--- config.mk ---
export PLATFORM = sky130hd
export DESIGN_NAME = rotary_onehot_decoder
export DESIGN_NICKNAME = d
export VERILOG_FILES = /design/src/rtl/rotary_onehot_decoder_pkg.sv /design/src/rtl/rotary_onehot_decoder_debounce.sv /design/src/rtl/rotary_onehot_decoder.sv
export SDC_FILE = /design/constraint.sdc
export NUM_CORES = 1
export LEC_CHECK = 0
export CAP_MARGIN = 20
export CORE_MARGIN = 5
export CORE_UTILIZATION = 55
export DETAILED_ROUTE_END_ITERATION = 16
export GPL_ROUTABILITY_DRIVEN = 1
export PLACE_DENSITY = 0.86
export SLEW_MARGIN = 30
export SYNTH_ARGS = -nofsm -noshare
export SYNTH_HDL_FRONTEND = slang
export SYNTH_SLANG_ARGS = --single-unit
--- constraint.sdc ---
create_clock -name clk_49m -period 6.4 [get_ports clk_49m]
set_input_delay 1.28 -clock clk_49m [delete_from_list [all_inputs] [get_ports clk_49m]]
set_output_delay 1.28 -clock clk_49m [all_outputs]
set_load 0.03 [all_outputs]
--- src/rtl/rotary_onehot_decoder_pkg.sv ---
// -----------------------------------------------------------------------------
// rotary_pkg
// Shared types and helpers for the rotary one-hot decoder.
//   rot_state_e  : decoder FSM states (INIT, TRACK, FAULT)
//   onehot_t     : decoded index plus a flag that says the word was one-hot
//   onehot_idx() : 8-bit word -> {valid, 3-bit index}
//   rot_delta()  : (to - from) mod 8
// -----------------------------------------------------------------------------
package rotary_pkg;

  localparam int ROT_POSITIONS = 8;

  typedef enum logic [1:0] {
    INIT  = 2'd0,
    TRACK = 2'd1,
    FAULT = 2'd2
  } rot_state_e;

  typedef struct packed {
    logic       valid;
    logic [2:0] idx;
  } onehot_t;

  // valid is set only when exactly one bit is high; idx is then its position.
  function automatic onehot_t onehot_idx(input logic [ROT_POSITIONS-1:0] word);
    onehot_t     r;
    int unsigned ones;
    r.valid = 1'b0;
    r.idx   = 3'd0;
    ones    = 0;
    for (int i = 0; i < ROT_POSITIONS; i++) begin
      if (word[i]) begin
        ones++;
        r.idx = 3'(i);
      end
    end
    r.valid = (ones == 1);
    return r;
  endfunction

  // Three-bit subtraction wraps, which is exactly mod-8 arithmetic.
  function automatic logic [2:0] rot_delta(input logic [2:0] to_idx,
                                           input logic [2:0] from_idx);
    return to_idx - from_idx;
  endfunction

endpackage

--- src/rtl/rotary_onehot_decoder_debounce.sv ---
// -----------------------------------------------------------------------------
// rotary_debounce
// Candidate register plus saturating stability counter. A value is accepted
// once it has been sampled unchanged long enough; accept is a one-cycle
// registered strobe, and dout holds the accepted value while accept is high.
// Ports:
//   clk    : clock
//   rst_n  : asynchronous active-low reset
//   din    : raw input word
//   dout   : candidate word (the accepted value when accept is high)
//   accept : one-cycle strobe, registered
// Parameters: DEBOUNCE (stable cycles, 0 = immediate), WIDTH (data width)
// -----------------------------------------------------------------------------
module rotary_debounce #(
  parameter int DEBOUNCE = 4,
  parameter int WIDTH    = 8
) (
  input  logic             clk,
  input  logic             rst_n,
  input  logic [WIDTH-1:0] din,
  output logic [WIDTH-1:0] dout,
  output logic             accept
);

  localparam int CNT_W = (DEBOUNCE > 0) ? $clog2(DEBOUNCE + 1) : 1;
  localparam logic [CNT_W-1:0] CNT_MAX = CNT_W'(DEBOUNCE);

  logic [WIDTH-1:0] cand_q, cand_d;
  logic [CNT_W-1:0] cnt_q, cnt_d;
  logic             accept_q;
  logic             accept_d;
  logic             same;

  always_comb begin
    same   = (din == cand_q);
    cand_d = din;
    if (!same) begin
      cnt_d = '0;
    end else if (cnt_q != CNT_MAX) begin
      cnt_d = cnt_q + CNT_W'(1);
    end else begin
      cnt_d = cnt_q;
    end
  end

  // The strobe fires only on the transition into CNT_MAX, so a value that
  // stays stable is accepted once and never repeated.
  if (DEBOUNCE == 0) begin : g_immediate
    assign accept_d = ~same;
  end else begin : g_counted
    assign accept_d = same && (cnt_q == CNT_W'(DEBOUNCE - 1));
  end

  always_ff @(posedge clk or negedge rst_n) begin
    if (!rst_n) begin
      cand_q   <= '0;
      cnt_q    <= '0;
      accept_q <= 1'b0;
    end else begin
      cand_q   <= cand_d;
      cnt_q    <= cnt_d;
      accept_q <= accept_d;
    end
  end

  assign dout   = cand_q;
  assign accept = accept_q;

endmodule

--- src/rtl/rotary_onehot_decoder.sv ---
// -----------------------------------------------------------------------------
// rotary_onehot_decoder
// Decodes an active-low 8-position one-hot rotary word into a registered
// position, one-cycle CW/CCW step pulses, a wrapping signed step accumulator
// and a one-cycle fault pulse.
// Ports:
//   clk_49m       : 49.152 MHz system clock
//   reset         : asynchronous active-low reset
//   rotary_n[7:0] : rotary word, bit i low = position i
//   enable        : when low, position/pos_valid/FSM still track but
//                   step_ccw/step_cw/fault stay low and step_acc holds
//   position[2:0] : last accepted valid position
//   pos_valid     : a valid position is currently held
//   step_ccw      : one-cycle pulse, index +1 mod 8
//   step_cw       : one-cycle pulse, index -1 mod 8
//   step_acc      : ACC_W-bit signed step count (+1 CCW, -1 CW), wraps
//   fault         : one-cycle pulse on invalid word or multi-position jump
//   step_interval : (only with ROTARY_INTERVAL_EN) cycles between the two
//                   most recent step pulses, saturating at 0xFFFF
// Optional feature macro: ROTARY_INTERVAL_EN
// -----------------------------------------------------------------------------
module rotary_onehot_decoder
  import rotary_pkg::*;
#(
  parameter int DEBOUNCE = 4,
  parameter int ACC_W    = 8
) (
  input  logic             clk_49m,
  input  logic             reset,
  input  logic [7:0]       rotary_n,
  input  logic             enable,
  output logic [2:0]       position,
  output logic             pos_valid,
  output logic             step_ccw,
  output logic             step_cw,
  output logic [ACC_W-1:0] step_acc,
  output logic             fault
`ifdef ROTARY_INTERVAL_EN
  ,
  output logic [15:0]      step_interval
`endif
);

  logic [ROT_POSITIONS-1:0] raw;
  logic [ROT_POSITIONS-1:0] word_acc;
  logic                     accept;
  onehot_t                  oh;
  logic [2:0]               delta;

  rot_state_e       state_q, state_d;
  logic [2:0]       position_q, position_d;
  logic             pos_valid_q, pos_valid_d;
  logic             step_ccw_q, step_ccw_d;
  logic             step_cw_q, step_cw_d;
  logic [ACC_W-1:0] step_acc_q, step_acc_d;
  logic             fault_q, fault_d;

  for (genvar gi = 0; gi < ROT_POSITIONS; gi++) begin : g_invert
    assign raw[gi] = ~rotary_n[gi];
  end

  rotary_debounce #(
    .DEBOUNCE(DEBOUNCE),
    .WIDTH   (ROT_POSITIONS)
  ) u_debounce (
    .clk   (clk_49m),
    .rst_n (reset),
    .din   (raw),
    .dout  (word_acc),
    .accept(accept)
  );

  always_comb begin
    oh    = onehot_idx(word_acc);
    delta = rot_delta(oh.idx, position_q);
  end

  // State register
  always_ff @(posedge clk_49m or negedge reset) begin
    if (!reset) begin
      state_q <= INIT;
    end else begin
      state_q <= state_d;
    end
  end

  // Next-state logic
  always_comb begin
    state_d = state_q;
    if (accept) begin
      case (state_q)
        INIT:    if (oh.valid)  state_d = TRACK;
        TRACK:   if (!oh.valid) state_d = FAULT;
        FAULT:   if (oh.valid)  state_d = TRACK;
        default: state_d = INIT;
      endcase
    end
  end

  // Output logic; pulses are gated by enable, position tracking is not.
  always_comb begin
    position_d  = position_q;
    pos_valid_d = pos_valid_q;
    step_ccw_d  = 1'b0;
    step_cw_d   = 1'b0;
    step_acc_d  = step_acc_q;
    fault_d     = 1'b0;
    if (accept) begin
      case (state_q)
        INIT, FAULT: begin
          if (oh.valid) begin
            position_d  = oh.idx;
            pos_valid_d = 1'b1;
          end
        end
        TRACK: begin
          if (oh.valid) begin
            position_d = oh.idx;
            case (delta)
              3'd0: ;
              3'd1: begin
                step_ccw_d = enable;
                if (enable) step_acc_d = step_acc_q + ACC_W'(1);
              end
              3'd7: begin
                step_cw_d = enable;
                if (enable) step_acc_d = step_acc_q - ACC_W'(1);
              end
              // Jump of 2..6 positions: report and resync to the new index.
              default: fault_d = enable;
            endcase
          end else begin
            fault_d     = enable;
            pos_valid_d = 1'b0;
          end
        end
        default: ;
      endcase
    end
  end

  always_ff @(posedge clk_49m or negedge reset) begin
    if (!reset) begin
      position_q  <= 3'd0;
      pos_valid_q <= 1'b0;
      step_ccw_q  <= 1'b0;
      step_cw_q   <= 1'b0;
      step_acc_q  <= '0;
      fault_q     <= 1'b0;
    end else begin
      position_q  <= position_d;
      pos_valid_q <= pos_valid_d;
      step_ccw_q  <= step_ccw_d;
      step_cw_q   <= step_cw_d;
      step_acc_q  <= step_acc_d;
      fault_q     <= fault_d;
    end
  end

  assign position  = position_q;
  assign pos_valid = pos_valid_q;
  assign step_ccw  = step_ccw_q;
  assign step_cw   = step_cw_q;
  assign step_acc  = step_acc_q;
  assign fault     = fault_q;

`ifdef ROTARY_INTERVAL_EN
  logic [15:0] ivl_cnt_q, ivl_cnt_d;
  logic [15:0] step_interval_q, step_interval_d;
  logic [15:0] ivl_next;

  // ivl_next is the count as it would be after this edge, so the latched
  // value equals the number of cycles between consecutive step pulses.
  always_comb begin
    ivl_next        = (ivl_cnt_q == 16'hFFFF) ? 16'hFFFF : ivl_cnt_q + 16'd1;
    ivl_cnt_d       = ivl_next;
    step_interval_d = step_interval_q;
    if (step_ccw_d || step_cw_d) begin
      step_interval_d = ivl_next;
      ivl_cnt_d       = 16'd0;
    end else if (fault_d) begin
      ivl_cnt_d = 16'd0;
    end
  end

  always_ff @(posedge clk_49m or negedge reset) begin
    if (!reset) begin
      ivl_cnt_q       <= 16'd0;
      step_interval_q <= 16'hFFFF;
    end else begin
      ivl_cnt_q       <= ivl_cnt_d;
      step_interval_q <= step_interval_d;
    end
  end

  assign step_interval = step_interval_q;
`endif

endmodule

**After elaboration in Yosys (flattened, before gate mapping)**

Index checks and enable logic that the tools add are counted.

- $add $sub $neg: 11
- Eq/ne operators: 13
- Muxes and demuxes: 38
- Bitwise gates (word level): 8
- Reduce and logical (&&, ||, !) cells: 12

Operators with widths:

| cell | count |
|---|---|
| 32-bit by 1-bit adder with 32-bit output, second input constant | 7 |
| 32-bit 2-to-1 mux | 7 |
| 32-bit by 1-bit == test with 1-bit output, second input constant | 1 |
| 3-bit 2-to-1 mux | 7 |
| 1-bit 2-to-1 mux | 16 |
| 8-bit 2-to-1 mux | 2 |
| 8-bit case mux with 2 select lines | 1 |
| 8-bit by 1-bit adder with 8-bit output, second input constant | 1 |
| 8-bit == test | 1 |
| 2-bit inequality test, second input constant | 4 |
| 1-bit NOT | 8 |
| 8-bit by 1-bit subtractor with 8-bit output, second input constant | 1 |
| 2-bit 2-to-1 mux | 3 |
| 3-bit AND reduction | 2 |
| 6-bit AND reduction | 1 |
| 3-bit OR reduction | 2 |
| 2-bit case mux with 2 select lines | 1 |
| 4-bit AND reduction | 1 |
| 2-bit nonzero test | 2 |
| 3-bit by 1-bit adder with 3-bit output, second input constant | 1 |
| 3-bit by 1-bit == test with 1-bit output, second input constant | 1 |
| 3-bit by 2-bit == test with 1-bit output, second input constant | 1 |
| 3-bit == test, second input constant | 1 |
| 3-bit zero test | 1 |
| other kinds (9) | 9 |

- Register bits after elaboration: 29
- Logic and storage cells: 92

**Logic depth before layout (Yosys ltp)**

Gate-level depths: netlist of the first run.

- Depth in word-level cells: 19
- Mapped depth: 23
- Mapped depth without buffers: 21

**Modules after synthesis**

Synthesis of the first run repeated with hierarchy kept, for this count alone.

- Cell total of the unflattened synthesis: 221
- Area, all modules: 2198.4 um^2

By module, submodules not included:

| module | times used | cells an instance | area each (um^2) | sequential area each (um^2) |
|---|---|---|---|---|
| rotary_onehot_decoder | 1 | 183 | 1674.1 | 425.4 |
| rotary_debounce | 1 | 38 | 524.3 | 300.3 |

**Worst setup path after synthesis of the first run**

Ideal clock, no wire load.

- Kind: reg2reg
- Start: register u_debounce.cand_q[1], in the netlist u_debounce.dout[1]
- End: register step_acc_q[2], in the netlist step_acc[2]
- Library setup time: 0.125 ns
- Data arrival time: 4.571 ns
- Required time: 6.275 ns
- Slack: 1.705 ns
- Cell stages (with the launch flop): 22
- Path buffers: 0
- Clock period less this slack: 4.695 ns
- Path through: dfrtp_1 inv_1 ha_1 xnor2_1 inv_1 ha_1 nand2_1 o21ai_0 ha_1 mux2_2 ha_1 nand2b_1 a32o_1 ha_1 mux2_2 ha_1 nand2_1 xnor2_1 xnor2_1 o211ai_2 nor2_4 mux2_2

- Word-level cells in the longest chain between the ends: 15
- Elaborated cells on any way between the ends: 29

RTL lines:

| item | line | source |
|---|---|---|
| from (decl) | rotary_onehot_decoder_debounce.sv:28 | `logic [WIDTH-1:0] cand_q, cand_d;` |
| from (signal assigned) | rotary_onehot_decoder_debounce.sv:60 | `cand_q <= cand_d;` |
| 32-bit 2-to-1 mux | rotary_onehot_decoder_pkg.sv:32 | `if (word[i]) begin` |
| 32-bit by 1-bit adder with 32-bit output | rotary_onehot_decoder_pkg.sv:33 | `ones++;` |
| 32-bit 2-to-1 mux | rotary_onehot_decoder_pkg.sv:32 |  |
| 32-bit by 1-bit adder with 32-bit output | rotary_onehot_decoder_pkg.sv:33 |  |
| 32-bit 2-to-1 mux | rotary_onehot_decoder_pkg.sv:32 |  |
| 32-bit by 1-bit adder with 32-bit output | rotary_onehot_decoder_pkg.sv:33 |  |
| 32-bit 2-to-1 mux | rotary_onehot_decoder_pkg.sv:32 |  |
| 32-bit by 1-bit adder with 32-bit output | rotary_onehot_decoder_pkg.sv:33 |  |
| 32-bit 2-to-1 mux | rotary_onehot_decoder_pkg.sv:32 |  |
| 32-bit by 1-bit adder with 32-bit output | rotary_onehot_decoder_pkg.sv:33 |  |
| 32-bit 2-to-1 mux | rotary_onehot_decoder_pkg.sv:32 |  |
| 32-bit by 1-bit adder with 32-bit output | rotary_onehot_decoder_pkg.sv:33 |  |
| 32-bit 2-to-1 mux | rotary_onehot_decoder_pkg.sv:32 |  |
| 32-bit by 1-bit == test with 1-bit output | rotary_onehot_decoder_pkg.sv:37 | `r.valid = (ones == 1);` |
| 6-bit AND reduction (no source line) | - |  |
| to (signal assigned) | rotary_onehot_decoder.sv:155 | `step_acc_q <= step_acc_d;` |
| to (decl) | rotary_onehot_decoder.sv:55 | `logic [ACC_W-1:0] step_acc_q, step_acc_d;` |

Several ways; a longest one is shown, not always the timed one.
A chain may end at the register's enable or synchronous reset.

**Worst setup path in the final report of the first run**

Ends and elaborated chain as after synthesis.

==> out/qor.csv, run 1 <==
metric,value,unit
run status,"finished, final reports clean",
TNS Setup,0,ns
leakage,1.16,nW
GRT met3 Usage,0.0410,
WP buf/inv,3,
Critical Path Start Type,flop,
final setup violation count,0,
number of port buffers,25,
final wirelength,4190,um
post-DP HPWL,3320,um
internal reg-to-reg setup slack,1.10,ns
via count,1720,
Nets,290,
pin count of the biggest net entering global routing,30,
Crit. End Element,flop,
WP data required,6.56,ns
chip height,73.4,um
most frequent cell after synthesis,dfrtp_1,
Ys Warns,0,
synth cell count leaders,"dfrtp_1, inv_1, xnor2_1",
n_diodes,0,
reg2reg end,step_acc[2]$_DFFE_PN0P_,
vias in the first global route,1723,
Pint,385,uW
fin crit share,0.828,
sequential-to-total area share from yosys stat,0.328,
Initial Util,0.561,
clock latency at the later pin of the worst-skew pair,0.28,ns
HP Class,reg2reg,
RSZ-0062 raised after global routing,false,
Synth Area per Inst,9.38,um2
1st-pass router iterations,4,
io pins,26,
grt met1 use,0.204,
Final Hold Viols,0,
Root Driver,clkbuf_8,
clk slew on worst S/H paths,0.06,ns
initial antenna violation count,0,
Unique masters post-synth,56,
Switch Pwr,165,uW
Syn Std Cell Area,2210,um2
Worst Hold End,step_acc[7]$_DFFE_PN0P_,
"top cells by area, synth","dfrtp_1, ha_1, xnor2_1",
post-route ant nets,0,
skew final,0.00772,ns
total power draw,550,uW
Net Sw Frac,0.300,
vias per inst,5.53,
TritonCTS clock tree,done,
RD Place Congestion,0.851,
GRT Residual Overflow,0,
crit-path max FO,12,
critical path's top delay family,adder cells,
Fin Hold WS,0.465,ns
row count,23,
GRT Total Usage,0.171,
final worst slack,1.10,ns
area delta synth->final,17.5,%
drc violations,0,
Clock power frac,0.348,
clock sink count,29,
sequential share of power,0.353,
number of synthesized flops with an enable pin,0,
"Critical Path, Cell by Cell",inv_1 > ha_1 > xnor2_1 > inv_1 > ha_1 > nand2_1 > o21ai_0 > ha_1 > mux2_2 > ha_1 > nand2b_1 > a32o_1 > ha_1 > mux2_2 > ha_1 > inv_1 > a32oi_1 > a22oi_2 > o211ai_2 > nor2_4 > mux2_2,
Main synth FF type,dfrtp_1,
max_cap viols,0,
post-synth top area share,0.328,
first-pass GRT wire length,7290,um
TritonCTS Buffers,5,
pwr/cell area,211,nW/um2
CP peak stage delay,0.41,ns
r2r worst-path depth,21,
Max IR drop VDD,0.000170,V
maximum clock rate,189,MHz
GRT Max-Usage Layer,met2,
post-synthesis register bit count,29,
layout cells sized above 1,0.0958,
die width,73.4,um
Async SR Flop Fraction,1.00,
Setup CP Type,reg2reg,
Core Region,3940,um2
Syn Inst Count,236,
Place WS,1.10,ns
full die area,5390,um2
post-CTS setup buffers,0,
worst slew pin tran,0.652,ns
WL/cell,13.5,um
"most used cell, CP",ha_1,
met2 Use GR,0.304,
Logic pwr share,0.299,
relative slew slack,0.565,
DRT iter0 DRCs,90,
R2R Path Start,u_debounce.dout[1]$_DFF_PN0_,
CTS Buffer Depth,2,
Yosys top cell by area,dfrtp_1,
"Hold-fix buffers, CTS",0,
HP Start,step_acc[7]$_DFFE_PN0P_,
Post-CTS Resized,0,
Synth Net Count,266,
Period minus WS final,5.30,ns
critical path arrival,5.46,ns
max-slew violations,0,
H-tree depth,2,
Crit-path slowest cell,dfrtp_1,
Hold Crit Depth,1,
[worst max-delay path by stage]
stage	end	startpoint	cells after the start	slack [ns]
2_1_floorplan	step_acc[2]$_DFFE_PN0P_	u_debounce.dout[1]$_DFF_PN0_	21	1.70
3_3_place_gp	step_acc[4]$_DFFE_PN0P_	u_debounce.dout[1]$_DFF_PN0_	21	1.33
3_5_place_dp	step_acc[6]$_DFFE_PN0P_	u_debounce.dout[1]$_DFF_PN0_	21	1.10
4_1_cts	step_acc[2]$_DFFE_PN0P_	u_debounce.dout[1]$_DFF_PN0_	21	1.08
5_1_grt	step_acc[3]$_DFFE_PN0P_	u_debounce.dout[1]$_DFF_PN0_	21	0.77
6_report	step_acc[2]$_DFFE_PN0P_	u_debounce.dout[1]$_DFF_PN0_	21	1.10
[per-stage QoR]
stage,instances,utilization,area (um2)
global placement,303,0.630,2480
global route,311,0.659,2600
CTS,311,0.659,2600
floorplan,236,-,2210
finish,311,0.659,2600
detailed placement,303,0.630,2480
[cell usage in the layout (no fill, tap or decap), types with 3 or more instances in the layout]
master,n
mux2i_1,4
dfrtp_1,29
nor2_1,17
o21ai_0,8
nand3_1,4
clkdlybuf4s50_1,25
ha_1,17
a21o_1,3
mux2_2,7
or3_1,3
xnor2_1,22
nor4_1,4
nand2b_1,3
inv_1,26
nor3_1,7
xor2_1,5
clkbuf_8,6
a21oi_1,9
nand2_1,18
[flip-flops by register name, summed over array words and instances, names as in the netlist]
signal	flops
pos_valid	1
fault	1
u_debounce.dout	8
u_debounce.accept	1
step_cw	1
position	3
state_q	2
step_ccw	1
step_acc	8
u_debounce.cnt_q	3
[area by class of cell]
| class | instances | area, um2 |
|---|---|---|
| inverter | 26 | 97.6 |
| fill | 301 | 1340 |
| tap | 50 | 62.6 |
| multi-input combinational | 172 | 1340 |
| clock buffer | 7 | 86.3 |
| timing repair buffer | 26 | 258 |
| sequential | 29 | 726 |
| clock inverter | 1 | 30.0 |
[power groups by stage]
stage / Combinational [mW] / Sequential, mW / Clock, mW
2_1_floorplan: 0.143 / 0.191 / 0
5_1_grt: 0.182 / 0.195 / 0.203
6_report: 0.164 / 0.194 / 0.191
4_1_cts: 0.166 / 0.194 / 0.194
3_3_place_gp: 0.158 / 0.197 / 0
3_5_place_dp: 0.164 / 0.197 / 0
[metal layers]
metal  vias to the layer above  part of all wire
li1                        853                 -
met1                       816              0.42
met2                        43              0.51
met3                         8             0.051
met4                         0             0.015
met5                         -                 0
[kinds of logic after synthesis]
logic type / count (synthesis) / synth area share
DFF: 29 / 0.328
xor gates and xnor gates: 31 / 0.143
muxes: 11 / 0.0537
and+or+nand+nor: 73 / 0.174
AOI/OAI and AO/OA: 38 / 0.120
buffers and inverters: 35 / 0.0667
adders and majority gates: 19 / 0.114
(Power assumes the default switching activity.)
==> run 2: changes to the inputs <==
- CORE_UTILIZATION: 55 -> 51
- PLACE_DENSITY: 0.86 -> 0.84
- clock period: 6.4 -> 4.8 ns (I/O delays scaled with it)
==> run 2 against run 1 <==
Clock skew down 0.0033 ns. Non-clock buffer count up 12. First-iteration DRC count down 46%. Clock-buffer cell count down 1. Critical endpoint is now step_acc[5]$_DFFE_PN0P_. Sequential power up 31%. Sequential cell count unchanged.
==> out/qor.csv, run 2 (same netlist as run 1, synthesis figures left out) <==
metric,value,unit
# fillers,349,
relative slew slack,0.534,
CTS Buffer Depth,2,
max_cap viols,0,
Nets,302,
total power draw,715,uW
reg2reg end,step_acc[5]$_DFFE_PN0P_,
Place WS,-0.0712,ns
Core Region,4290,um2
die width,75.9,um
chip height,75.9,um
final core utilization,0.646,
HP Start,step_acc[7]$_DFFE_PN0P_,
TritonCTS clock tree,done,
internal reg-to-reg setup slack,0.25,ns
pwr/cell area,258,nW/um2
post-route ant nets,0,
dpl cells,312,
clock latency at the later pin of the worst-skew pair,0.28,ns
full die area,5760,um2
vias in the first global route,1789,
1st-pass router iterations,4,
Worst Hold End,step_acc[7]$_DFFE_PN0P_,
crit-path max FO,6,
DRT iter0 DRCs,49,
Root Driver,clkbuf_8,
clock sink count,29,
io pins,26,
maximum clock rate,220,MHz
RSZ-0062 raised after global routing,false,
TritonCTS Buffers,5,
GRT Total Usage,0.176,
r2r worst-path depth,21,
final setup violation count,0,
clk slew on worst S/H paths,0.06,ns
post-DP HPWL,3420,um
initial antenna violation count,0,
max-slew violations,0,
via count,1747,
vias per inst,5.38,
RD Place Congestion,0.865,
row count,24,
leakage,1.24,nW
TNS Setup,0,ns
number of port buffers,25,
Initial Util,0.515,
pin count of the biggest net entering global routing,30,
final wirelength,4510,um
Final Hold Viols,0,
final worst slack,0.251,ns
WL/cell,13.9,um
HP Class,reg2reg,
fin crit share,0.948,
Crit. End Element,flop,
WP data required,4.97,ns
n_diodes,0,
Critical Path Start Type,flop,
R2R Path Start,u_debounce.dout[0]$_DFF_PN0_,
Hold Crit Depth,1,
area delta synth->final,25.3,%
Setup CP Type,reg2reg,
critical path arrival,4.72,ns
"most common cell after layout, fill and taps aside",dfrtp_1,
GRT Residual Overflow,0,
"Hold-fix buffers, CTS",0,
first-pass GRT wire length,7820,um
skew final,0.00441,ns
most frequent cells in the layout,"dfrtp_1, clkdlybuf4s50_1, inv_1, xnor2_1, nand2_1",
Period minus WS final,4.55,ns
final non-filler cell total,325,
drc violations,0,
layout cells sized above 1,0.190,
worst slew pin tran,0.681,ns
Max IR drop VDD,0.000218,V
H-tree depth,2,
run status,"finished, final reports clean",
## run 2: layout make-up
type | count | area, um2 | area share
well taps | 52 | 65.1 | 0.0235
clock inverters | 2 | 10.0 | 0.00361
inverters | 26 | 97.6 | 0.0352
repair buffers | 38 | 352 | 0.127
multi-input cells | 172 | 1450 | 0.523
clock buffers | 6 | 72.6 | 0.0262
flip-flops and latches | 29 | 726 | 0.262
## run 2: worst max-delay path, cell delays in order (launching register included)
cell and delay [ns]:
dfrtp_1 0.41, inv_2 0.08, ha_4 0.21, xnor2_2 0.18
inv_2 0.09, ha_4 0.25, nand2_4 0.08, o21ai_2 0.07
ha_1 0.33, mux2_2 0.27, ha_1 0.29, nand2b_4 0.15
a32o_2 0.26, ha_4 0.16, and2_1 0.18, xnor2_1 0.26
xnor2_1 0.17, nand2b_1 0.09, a22oi_2 0.19, o211ai_2 0.13
nor2_4 0.27, mux2_4 0.33
## run 2: how the worst max path moves through the flow
stage,from,to,cells past startpoint
global placement,u_debounce.dout[0]$_DFF_PN0_,step_acc[2]$_DFFE_PN0P_,21
floorplan,u_debounce.dout[1]$_DFF_PN0_,step_acc[2]$_DFFE_PN0P_,21
global route,u_debounce.dout[0]$_DFF_PN0_,step_acc[3]$_DFFE_PN0P_,21
CTS,u_debounce.dout[0]$_DFF_PN0_,state_q[1]$_DFFE_PN0P_,22
finish,u_debounce.dout[0]$_DFF_PN0_,step_acc[5]$_DFFE_PN0P_,21
detailed placement,u_debounce.dout[0]$_DFF_PN0_,step_acc[5]$_DFFE_PN0P_,21
## run 2: metrics by stage
step	instance area, um2	hold slack [ns]
3_5_place_dp	2540	0.457
4_1_cts	2640	0.470
2_1_floorplan	2210	0.455
6_report	2770	0.464
3_3_place_gp	2540	0.457
5_1_grt	2770	0.484
## run 2: repair_timing
item,CTS,global route
endpoints found under the setup margin,9,17
buffers inserted,1,4
gates resized for setup,1,24
pin swaps,1,4
## run 2: routing by layer
metal / wire length [um] / track usage
met1: 1960 / 0.212
met2: 2290 / 0.316
met3: 191 / 0.0369
met4: 73 / 0.0466
met5: 0 / 0
## run 2: report_power, final
| part | switching (mW) | internal [mW] | total (mW) |
|---|---|---|---|
| Clock | 0.0906 | 0.100 | 0.191 |
| Sequential | 0.00707 | 0.248 | 0.255 |
| Combinational | 0.141 | 0.128 | 0.269 |
| Total | 0.239 | 0.476 | 0.715 |
==> run 3: changes to the inputs <==
- CELL_PAD_IN_SITES_DETAIL_PLACEMENT: not set -> 0
- CELL_PAD_IN_SITES_GLOBAL_PLACEMENT: not set -> 2
- CORE_UTILIZATION: 51 -> 32
==> run 3 against run 2 <==
Fmax fell by 0.19%. Combinational power fell by 4%. Design area rose by 0.77%. Global-route usage fell by 7.0 points. Clock skew rose by 0.0041 ns. Power fell by 2.1%. Register-to-register slack barely moved.
==> out/qor.csv, run 3 (same netlist as run 1, synthesis figures left out) <==
metric,value,unit
HP Class,reg2reg,
Fin Hold WS,0.470,ns
post-route ant nets,0,
crit-path max FO,6,
fin crit share,0.950,
RD Place Congestion,0.744,
layout cells sized above 1,0.175,
WP buf/inv,3,
die width,93.2,um
Nets,303,
first-pass GRT wire length,7370,um
total power draw,700,uW
worst slew pin tran,0.736,ns
via count,1706,
leakage,1.24,nW
fin area,2800,um2
"most used cell, CP",ha_1,
GRT Total Usage,0.106,
final core utilization,0.414,
Hold Crit Depth,1,
relative slew slack,0.496,
chip height,93.2,um
skew final,0.00851,ns
GRT Residual Overflow,0,
clk slew on worst S/H paths,0.06,ns
io pins,26,
clock latency at the later pin of the worst-skew pair,0.28,ns
placed cell areas,2610,um2
WL/cell,12.7,um
critical path depth,21,
initial antenna violation count,0,
Crit. End Element,flop,
Final Hold Viols,0,
"Hold-fix buffers, CTS",0,
number of port buffers,25,
Root Driver,clkbuf_8,
final wirelength,4490,um
full die area,8680,um2
vias in the first global route,1650,
CP peak stage delay,0.37,ns
r2r worst-path depth,21,
TritonCTS Buffers,5,
Critical Path Start Type,flop,
max_cap viols,0,
Core Region,6760,um2
"Critical Path, Cell by Cell",inv_1 > ha_4 > xnor2_2 > inv_1 > ha_1 > nand2_2 > o21ai_2 > ha_1 > mux2_2 > ha_1 > nand2b_4 > a32o_2 > ha_1 > mux2_2 > ha_1 > inv_1 > a32oi_1 > a22oi_2 > o211ai_2 > nor2_4 > mux2_4,
final setup violation count,0,
pwr/cell area,250,nW/um2
DRT iter0 DRCs,39,
run status,"finished, final reports clean",
drc violations,0,
critical path arrival,4.71,ns
n_diodes,0,
Period minus WS final,4.56,ns
maximum clock rate,219,MHz
critical path's top delay family,adder cells,
Setup CP Type,reg2reg,
post-DP HPWL,3630,um
TritonCTS clock tree,done,
Crit-path slowest cell,dfrtp_1,
1st-pass router iterations,4,
TNS Setup,0,ns
WP data required,4.96,ns
pin count of the biggest net entering global routing,30,
most frequent cells in the layout,"dfrtp_1, inv_1, clkdlybuf4s50_1, xnor2_1, nand2_1",
Initial Util,0.328,
clock sink count,29,
CTS Buffer Depth,2,
Max IR drop VDD,0.000144,V
H-tree depth,2,
max-slew violations,0,
row count,30,
vias per inst,4.82,
"most common cell after layout, fill and taps aside",dfrtp_1,
area delta synth->final,26.3,%
-- run 3: path summary, 6_finish.rpt --
path	startpoint	slack, ns	endpoint
setup / recovery	u_debounce.dout[1]$_DFF_PN0_	0.24	step_acc[6]$_DFFE_PN0P_
hold / removal	step_acc[7]$_DFFE_PN0P_	0.47	step_acc[7]$_DFFE_PN0P_
max in group asynchronous	reset	3.46	u_debounce.dout[5]$_DFF_PN0_
min in group asynchronous	reset	1.07	step_acc[5]$_DFFE_PN0P_
hold reg to reg	step_acc[7]$_DFFE_PN0P_	0.47	step_acc[7]$_DFFE_PN0P_
setup reg to reg	u_debounce.dout[1]$_DFF_PN0_	0.24	step_acc[6]$_DFFE_PN0P_
-- run 3: layer usage --
| layer | global-route usage | share of wire |
|---|---|---|
| met1 | 0.132 | 0.46 |
| met5 | 0 | 0 |
| met2 | 0.178 | 0.47 |
| met3 | 0.0338 | 0.054 |
| met4 | 0.0293 | 0.0087 |
-- run 3: worst register-to-register path, delay by kind of cell, from the launching register on --
family | cells | cell delay (ns)
and+or+nand+nor | 3 | 0.48
adders and majority gates | 6 | 1.66
DFF | 1 | 0.37
muxes | 3 | 0.87
xor gates and xnor gates | 1 | 0.14
buffers and inverters | 3 | 0.24
AOI/OAI and AO/OA | 5 | 0.70
-- run 3: final cells by class --
class                   instances  area, um2
flip-flops and latches         29        726
repair buffers                 39        355
multi-input cells             172       1440
clock buffers                   8       80.1
inverters                      26       97.6
fillers                       680       3960
well taps                      80        100
-- run 3: timing repair --
action,CTS,global route
gates resized for setup,0,21
buffers inserted,0,1
endpoints found under the setup margin,0,16
-- run 3: metrics by stage --
stage               setup WS, ns  instances
detailed placement        0.0776        345
global route             -0.0139        354
CTS                       0.0633        353
floorplan                  0.105        236
finish                     0.242        354
global placement           0.147        345
-- run 3: where the power goes --
group / leakage (nW) / internal, mW / total, mW / switching [mW]
clock network: 0.0395 / 0.103 / 0.189 / 0.0862
logic: 0.819 / 0.121 / 0.257 / 0.136
registers: 0.376 / 0.248 / 0.254 / 0.00610
total: 1.24 / 0.472 / 0.700 / 0.228
